**config.mk**
```make
export PLATFORM = sky130hd
export DESIGN_NAME = video_gen_grid
export DESIGN_NICKNAME = d
export VERILOG_FILES = /design/src/rtl/video_gen_grid.sv
export SDC_FILE = /design/constraint.sdc
export NUM_CORES = 1
export LEC_CHECK = 0
export CORE_ASPECT_RATIO = 0.9
export CORE_MARGIN = 2
export CORE_UTILIZATION = 50
export CTS_BUF_LIST = sky130_fd_sc_hd__clkbuf_16
export DETAILED_ROUTE_END_ITERATION = 8
export HOLD_SLACK_MARGIN = 0.08
export PLACE_DENSITY = 0.63
export SKIP_CTS_REPAIR_TIMING = 1
export SLEW_MARGIN = 40
export SYNTH_ARGS = -nofsm -noshare
export SYNTH_HDL_FRONTEND = slang
export SYNTH_SLANG_ARGS = --single-unit
```
**constraint.sdc**
```tcl
create_clock -name clk -period 6.5 [get_ports clk]
set_clock_uncertainty 0.15 [all_clocks]
set_input_delay 1.3 -clock clk [delete_from_list [all_inputs] [get_ports clk]]
set_output_delay 1.3 -clock clk [all_outputs]
set_load 0.005 [all_outputs]
```
**src/rtl/video_gen_grid.sv**
```systemverilog
// NxN tile-board renderer: shadow/display tile matrices with frame-start commit,
// grid geometry decode, change flash and game-mode overlay; RGB two cycles after x/y.
module video_gen_grid #(
  parameter int GRID_N       = 4,
  parameter int VAL_W        = 12,
  parameter int CELL_PX      = 96,
  parameter int GRID_LINE    = 4,
  parameter int ORIGIN_X     = 120,
  parameter int ORIGIN_Y     = 40,
  parameter int FLASH_FRAMES = 8
) (
  input  logic             clk,
  input  logic             rst_n,
  input  logic [9:0]       x,
  input  logic [9:0]       y,
  input  logic             frame_start,
  input  logic             upd_valid,
  output logic             upd_ready,
  input  logic [2:0]       upd_row,
  input  logic [2:0]       upd_col,
  input  logic [VAL_W-1:0] upd_val,
  input  logic [1:0]       mode,
  output logic [7:0]       r,
  output logic [7:0]       g,
  output logic [7:0]       b
);
  localparam int P    = CELL_PX + GRID_LINE;
  localparam int SPAN = GRID_N * P + GRID_LINE;
  localparam int IW   = $clog2(GRID_N);
  localparam int FW   = $clog2(FLASH_FRAMES + 1);
  localparam int CW   = 12;

  typedef logic [GRID_N-1:0][GRID_N-1:0][VAL_W-1:0] mat_t;
  typedef logic [GRID_N-1:0][GRID_N-1:0]            msk_t;

  typedef struct packed {
    logic       line;
    logic [3:0] idx;
  } axis_t;

  mat_t          shadow, display;
  msk_t          mask, diff;
  logic [FW-1:0] flash;
  logic          rdy;

  assign upd_ready = rdy & ~frame_start;

  always_comb begin
    diff = '0;
    for (int i = 0; i < GRID_N; i++)
      for (int j = 0; j < GRID_N; j++)
        diff[i][j] = (display[i][j] != shadow[i][j]);
  end

  // The mask is only replaced by a commit that changes something, so a flash
  // keeps highlighting its tiles while the counter runs down on idle frames.
  always_ff @(posedge clk or negedge rst_n) begin
    if (!rst_n) begin
      shadow  <= '0;
      display <= '0;
      mask    <= '0;
      flash   <= '0;
      rdy     <= 1'b0;
    end else begin
      rdy <= 1'b1;
      if (upd_valid && upd_ready && ({1'b0, upd_row} < 4'(GRID_N)) &&
          ({1'b0, upd_col} < 4'(GRID_N)))
        shadow[upd_row[IW-1:0]][upd_col[IW-1:0]] <= upd_val;
      if (frame_start) begin
        display <= shadow;
        if (|diff) begin
          mask  <= diff;
          flash <= FW'(FLASH_FRAMES);
        end else if (flash != '0) begin
          flash <= flash - FW'(1);
        end
      end
    end
  end

  // Offset-to-cell decode by constant threshold compares instead of a divider.
  function automatic axis_t decode(input logic [CW-1:0] d);
    axis_t         a;
    logic [CW-1:0] off;
    a.idx = '0;
    off   = d;
    for (int i = 1; i <= GRID_N; i++)
      if (d >= CW'(i * P)) begin
        a.idx = 4'(i);
        off   = d - CW'(i * P);
      end
    a.line = (off < CW'(GRID_LINE)) || (a.idx == 4'(GRID_N));
    return a;
  endfunction

  logic [CW-1:0] xe, ye;
  axis_t         ax, ay;
  logic          in_grid;
  logic [VAL_W-1:0] tval;
  logic          tflash;

  always_comb begin
    xe      = CW'(x);
    ye      = CW'(y);
    in_grid = (xe >= CW'(ORIGIN_X)) && (xe < CW'(ORIGIN_X + SPAN)) &&
              (ye >= CW'(ORIGIN_Y)) && (ye < CW'(ORIGIN_Y + SPAN));
    ax      = decode(xe - CW'(ORIGIN_X));
    ay      = decode(ye - CW'(ORIGIN_Y));
    tval    = display[ay.idx[IW-1:0]][ax.idx[IW-1:0]];
    tflash  = (flash != '0) && mask[ay.idx[IW-1:0]][ax.idx[IW-1:0]];
  end

  // Stage 1: geometry, mode and tile lookup, so a commit is seen from the next pixel on.
  logic             s1_in, s1_line, s1_flash;
  logic [1:0]       s1_mode;
  logic [VAL_W-1:0] s1_val;

  always_ff @(posedge clk or negedge rst_n) begin
    if (!rst_n) begin
      s1_in    <= 1'b0;
      s1_line  <= 1'b0;
      s1_flash <= 1'b0;
      s1_mode  <= '0;
      s1_val   <= '0;
    end else begin
      s1_in    <= in_grid;
      s1_line  <= ax.line | ay.line;
      s1_flash <= tflash;
      s1_mode  <= mode;
      s1_val   <= tval;
    end
  end

  logic [7:0]  k;
  logic [23:0] col;

  always_comb begin
    k = '0;
    for (int i = 0; i < VAL_W; i++)
      if (s1_val[i]) k = 8'(i);
    col = 24'h000000;
    if (s1_in) begin
      if (s1_line)                 col = 24'hFFFFFF;
      else if (s1_mode == 2'd1)    col = 24'hC0C0C0;
      else if (s1_flash)           col = 24'hFFFFFF;
      else if (s1_val == '0)       col = 24'hC0C0C0;
      else                         col = {8'hFF, 8'hFF - (k << 4), 8'h20};
      if (s1_mode == 2'd2) col[15:8] = 8'hFF;
    end
    if (s1_mode == 2'd3)
      col = {1'b0, col[23:17], 1'b0, col[15:9], 1'b0, col[7:1]};
  end

  always_ff @(posedge clk or negedge rst_n) begin
    if (!rst_n) begin
      r <= '0;
      g <= '0;
      b <= '0;
    end else begin
      r <= col[23:16];
      g <= col[15:8];
      b <= col[7:0];
    end
  end
endmodule

```
* After elaboration in Yosys (flattened, before gate mapping)
Index checks and enable logic that the tools add are counted.
** Word-level totals
- Logic and storage cells :: 170
- Register bits after elaboration :: 446
- Output and inout bits :: 25
- Input port bits :: 44
** Operators by class
- Equality and inequality tests :: 21
- $add $sub $neg :: 12
- Magnitude comparators :: 22
- Bitwise gates (word level) :: 3
- Reduce and logical (&&, ||, !) cells :: 17
- Multiplexer cells :: 49
** Operators by type and width (count)
- bitwise mux 192 bit :: 1
- inequality test 12 bit :: 16
- 2-to-1 mux 12 bit :: 10
- binary-select mux 48 bit (select 2 bit) :: 1
- demux 48 bit (select 2 bit) :: 1
- 2-to-1 mux 48 bit :: 2
- 2-to-1 mux 22 bit :: 4
- 2-to-1 mux 4 bit :: 15
- >= comparator 12 x 9 -> 1 bit (second input constant) :: 4
- 2-to-1 mux 24 bit :: 2
- subtractor 11 x 10 -> 12 bit (second input constant) :: 4
- binary-select mux 12 bit (select 2 bit) :: 1
- demux 12 bit (select 2 bit) :: 1
- >= comparator 12 x 7 -> 1 bit (second input constant) :: 2
- >= comparator 12 x 8 -> 1 bit (second input constant) :: 2
- less-than comparator 12 x 3 -> 1 bit (second input constant) :: 2
- subtractor 11 x 8 -> 12 bit (second input constant) :: 2
- subtractor 11 x 9 -> 12 bit (second input constant) :: 2
- OR reduction 16 bit :: 1
- logical NOT 12 bit :: 1
- less-than comparator 2 x 3 -> 1 bit (second input constant) :: 4
- subtractor 10 x 6 -> 11 bit (second input constant) :: 1
- subtractor 10 x 7 -> 11 bit (second input constant) :: 1
- >= comparator 10 x 6 -> 1 bit (second input constant) :: 1
- other kinds (24) :: 43

* Depth between registers and ports, before layout
- Depth after elaboration :: 19
- Depth in mapped cells :: 17
- Mapped depth without buffers :: 13

* Least setup slack after synthesis
Ideal clock, no wire load.
- Path type :: input port to flip-flop
- From :: input x[3]
- To :: register s1_flash
- Setup slack :: 1.886 ns
- Buffers on the path :: 1
- Data required time :: 6.211 ns
- Cell stages on the path :: 14
- Setup time :: 0.139 ns
- Data arrival time :: 4.325 ns
- Cell sequence :: buf_2 inv_1 ha_1 inv_1 ha_1 nor4bb_1 a221oi_2 o21ai_0 nand3_1 a21o_1 and2_0 a211o_1 a41oi_1 o221ai_1
** On the way
- Cells in the longest elaborated chain, start to end :: 9
- Elaborated cells between the ends (all ways) :: 12
- Classes of those cells :: 1 x add/sub; 4 x order compare; 6 x mux; 1 x reduce/logical
** Ends and longest elaborated chain
- start, declared :: RTL line 14 : input logic [9:0] x,
- subtractor 10 x 7 -> 11 bit * :: RTL line 107 : ax = decode(xe - CW'(ORIGIN_X));
- >= comparator 12 x 7 -> 1 bit :: RTL line 88 : if (d >= CW'(i * P)) begin
- 2-to-1 mux 1 bit :: RTL line 88
- 2-to-1 mux 4 bit (2 in series) :: RTL line 88
- 2-to-1 mux 4 bit * :: RTL line 88
- binary-select mux 1 bit (select 2 bit) * :: RTL line 110 : tflash = (flash != '0) && mask[ay.idx[IW-1:0]][ax.idx[IW-1:0]];
- 2-to-1 mux 1 bit (not written as such) * :: RTL line 110
- logical AND 1 bit * :: RTL line 110
- net tflash :: RTL line 100 : logic tflash;
- end signal, assigned :: RTL line 128 : s1_flash <= tflash;
- end, declared :: RTL line 114 : logic s1_in, s1_line, s1_flash;
The timed path passes the listed nets; every way through them passes the cells marked *. The select of a mux whose other input is x is not followed.
A chain may end at the register's enable or synchronous reset.

* Worst setup path in the final report
- From :: input y[3]
- To :: register s1_val[11]
** On the way
- Cells in the longest elaborated chain, start to end :: 10
- Elaborated cells between the ends (all ways) :: 13
- Classes of those cells :: 1 x add/sub; 4 x order compare; 8 x mux
** Ends and longest elaborated chain
- start, declared :: RTL line 15 : input logic [9:0] y,
- subtractor 10 x 6 -> 11 bit * :: RTL line 108 : ay = decode(ye - CW'(ORIGIN_Y));
- >= comparator 12 x 7 -> 1 bit :: RTL line 88
- 2-to-1 mux 1 bit :: RTL line 88
- 2-to-1 mux 4 bit (2 in series) :: RTL line 88
- 2-to-1 mux 4 bit * :: RTL line 88
- binary-select mux 48 bit (select 2 bit) * :: RTL line 109 : tval = display[ay.idx[IW-1:0]][ax.idx[IW-1:0]];
- 2-to-1 mux 48 bit (not written as such) * :: RTL line 109
- binary-select mux 12 bit (select 2 bit) * :: RTL line 109
- 2-to-1 mux 12 bit (not written as such) * :: RTL line 109
- net tval[11] :: RTL line 99 : logic [VAL_W-1:0] tval;
- end signal, assigned :: RTL line 130 : s1_val <= tval;
- end, declared :: RTL line 116 : logic [VAL_W-1:0] s1_val;
Marked as above.

==> impl_metrics.env <==
export IMPL_synth_top_flop_cell="dfrtp_1"
export IMPL_reg2reg_from="display[50]"
export IMPL_synth_mux_area_frac=0.223
export IMPL_ys_ff_latch=437
export IMPL_clockRootBuffer="clkbuf_16"
export IMPL_ios=69
export IMPL_die_y_um=205
export IMPL_drv_cap=0
export IMPL_crit_cells=15
export IMPL_cp_data_required_time_ns=6.78
export IMPL_critPathSlowestCell="a311oi_1"
export IMPL_ant_nets=0
export IMPL_worstPathBufferInverterCount=3
export IMPL_ir_drop_mv=0.178
export IMPL_post_dp_cell_area_um2=23800
export IMPL_port_buffers=68
export IMPL_layout_nets=2047
export IMPL_rows=73
export IMPL_synth_top_family_by_area="multiplexers"
export IMPL_fin_tns_setup_ns=0
export IMPL_drt_iter0_drc=1227
export IMPL_fin_cells=2612
export IMPL_synthArstFlopShare=1.00
export IMPL_die_w_um=228
export IMPL_tightest_slew_ns=0.803
export IMPL_n_fill_cell=3790
export IMPL_synth_cell_types=83
export IMPL_path_cells="clkdlybuf4s50_1 -> inv_1 -> ha_1 -> xnor2_4 -> ha_1 -> nor4bb_1 -> a221oi_1 -> o211ai_1 -> nand3_1 -> a21boi_4 -> buf_4 -> mux2i_1 -> nand2_1 -> a311oi_1 -> a221oi_1"
export IMPL_clock_sinks=437
export IMPL_reg2reg_setup_slack_ns=2.80
export IMPL_rsz0062_at_grt="false"
export IMPL_dpl_hpwl_um=41400
export IMPL_r2r_end="mask[13]"
export IMPL_cpPeakStageDelay_ns=0.48
export IMPL_insertion_delay_ns=0.59
export IMPL_drc=0
export IMPL_endpoint_kind="register"
export IMPL_core_area_um2=44300
export IMPL_antenna_found_initial=1
export IMPL_n_antenna_cell=0
export IMPL_synthXorXnorAreaFrac=0.0841
export IMPL_fin_ws_ns=0.981
export IMPL_crit_type="primary input to register"
export IMPL_start_util=0.508
export IMPL_setup_viol=0
export IMPL_arrival_ns=5.80
export IMPL_grt_pass1_vias=15300
export IMPL_yosys_warnings=0
export IMPL_cp_startpoint="y[3]"
export IMPL_wl_per_cell_um=23.2
export IMPL_synth_edff_count=0
export IMPL_drive_gt1_frac=0.280
export IMPL_slew_headroom=0.464
export IMPL_path_clk_slew_ns=0.06
export IMPL_synthCells=1926
export IMPL_final_common_cell="dfrtp_1"
export IMPL_slew_violations=0
export IMPL_hold_class="register to register"
export IMPL_cts_buffers=46
export IMPL_stdcell_area_um2=25300
export IMPL_grt_max_degree=149
export IMPL_path_max_fanout=25
export IMPL_gr_total_overflow=0
export IMPL_pre_cts_ws_ns=0.460
export IMPL_dieArea_um2=46700
export IMPL_synthAdderAreaFrac=0.0150
export IMPL_ff2ff_path_depth=7
export IMPL_finalCriticalPeriod_ns=5.52
export IMPL_fmax_mhz=181
export IMPL_vias=15400
export IMPL_cts_tree="built"
export IMPL_grt_pass1_wl_um=93600
export IMPL_status="finished, final reports clean"
export IMPL_place_congestion=0.900
export IMPL_cp_top_family="compound AO/OA/AOI/OAI gates"
export IMPL_synth_compound_area_frac=0.0671
export IMPL_syn_nets=1997
export IMPL_first_pass_iters=7
export IMPL_startpoint_type="primary input"
export IMPL_fin_crit_sh=0.849
export IMPL_synthToLayoutAreaGrowth_pct=12.5
export IMPL_via_per_inst=5.88
export IMPL_grtUsageTotal=0.266
export IMPL_final_cell_mix="437 x dfrtp_1, 413 x mux2_2, 196 x xor2_1"
export IMPL_synth_area_um2=22500
export IMPL_finalHoldViolations=0
export IMPL_crit_path_end="s1_val[11]"
export IMPL_syn_mean_instance_area_um2=11.7
export IMPL_yosysSeqAreaShare=0.486
export IMPL_powerDensity_nw_per_um2=267
export IMPL_cts_max_path_buffers=3
export IMPL_leakagePower_nw=12.9
export IMPL_synth_simple_area_share=0.0970
export IMPL_dpl_cell_count=2525
export IMPL_drt_wl_total_um=60700
export IMPL_cts_htree_levels=2
[registers in the layout, indices dropped and copies added, names as in the netlist]
name / cells
r: 4
flash: 4
rdy: 1
s1_mode: 2
g: 6
b: 5
mask: 16
s1_in: 1
s1_flash: 1
s1_line: 1
shadow: 192
display: 192
s1_val: 12
[cells by family (layout without fill, tap and decap cells)]
logic type	Yosys count	count (layout)
buffers and inverters	138	224
XOR/XNOR	213	213
flip-flops	437	437
AO/OA/AOI/OAI	212	212
multiplexers	448	448
AND/OR/NAND/NOR	450	450
other	1	1
adder cells (fa/ha/maj)	27	27
[cells in the mapped netlist (8+ instances only)]
cell type,n,area share
a211oi_1,11,0.0037
a21oi_1,59,0.013
a221oi_1,8,0.0031
a311oi_1,12,0.0047
buf_2,21,0.0047
buf_4,16,0.0053
clkbuf_1,69,0.012
dfrtp_1,437,0.49
ha_1,27,0.015
inv_1,26,0.0043
mux2_2,413,0.21
mux2i_1,31,0.014
nand2_1,148,0.025
nand2b_1,13,0.0036
nand3_1,51,0.011
nor2_1,103,0.017
nor3_1,22,0.0049
nor4_1,59,0.016
o21ai_0,34,0.0076
o22ai_1,15,0.0042
xnor2_1,15,0.0058
xor2_1,196,0.076
[report_power, final]
group | switching, mW | total, mW | internal, mW | leakage [nW]
registers | 0.176 | 3.09 | 2.92 | 5.94
clock network | 1.09 | 2.48 | 1.39 | 0.744
logic | 0.701 | 1.18 | 0.484 | 6.23
[routing by layer]
metal,up-vias,GRT usage,share of wire
met5,-,0,0
met3,82,0.0313,0.047
met4,0,0.0766,0.023
met1,7933,0.395,0.47
li1,6947,-,-
met2,393,0.412,0.46
[cell type report]
| cell class | count | area (µm²) | area share |
|---|---|---|---|
| multi-input combinational | 1351 | 11000 | 0.434 |
| clock buffer | 47 | 1180 | 0.0465 |
| inverter | 26 | 97.6 | 0.00386 |
| tap | 600 | 751 | 0.0297 |
| timing repair buffer | 114 | 1150 | 0.0454 |
| clock inverter | 37 | 223 | 0.00880 |
| sequential | 437 | 10900 | 0.432 |
[tightest hold or removal path, stage by stage (launching register included)]
cell,delay (ns)
dfrtp_1,0.35
nand2_1,0.05
nand2_1,0.06
[worst min path at each step]
stage,startpoint,to,cells after the start
3_3_place_gp,mask[2],mask[2],2
5_1_grt,mask[2],mask[2],2
2_1_floorplan,s1_in,r[6],0
3_5_place_dp,mask[2],mask[2],2
6_report,mask[0],mask[0],2
4_1_cts,mask[0],mask[0],2
[metrics by stage]
| step | power (mW) | util | hold WS [ns] |
|---|---|---|---|
| global placement | 4.29 | 0.537 | 0.313 |
| CTS | 6.81 | 0.569 | 0.344 |
| global route | 7.06 | 0.571 | 0.375 |
| finish | 6.76 | 0.571 | 0.340 |
| detailed placement | 4.31 | 0.538 | 0.313 |
| floorplan | 3.83 | - | 0.199 |
Note: power is estimated with default switching activity, not from simulation.
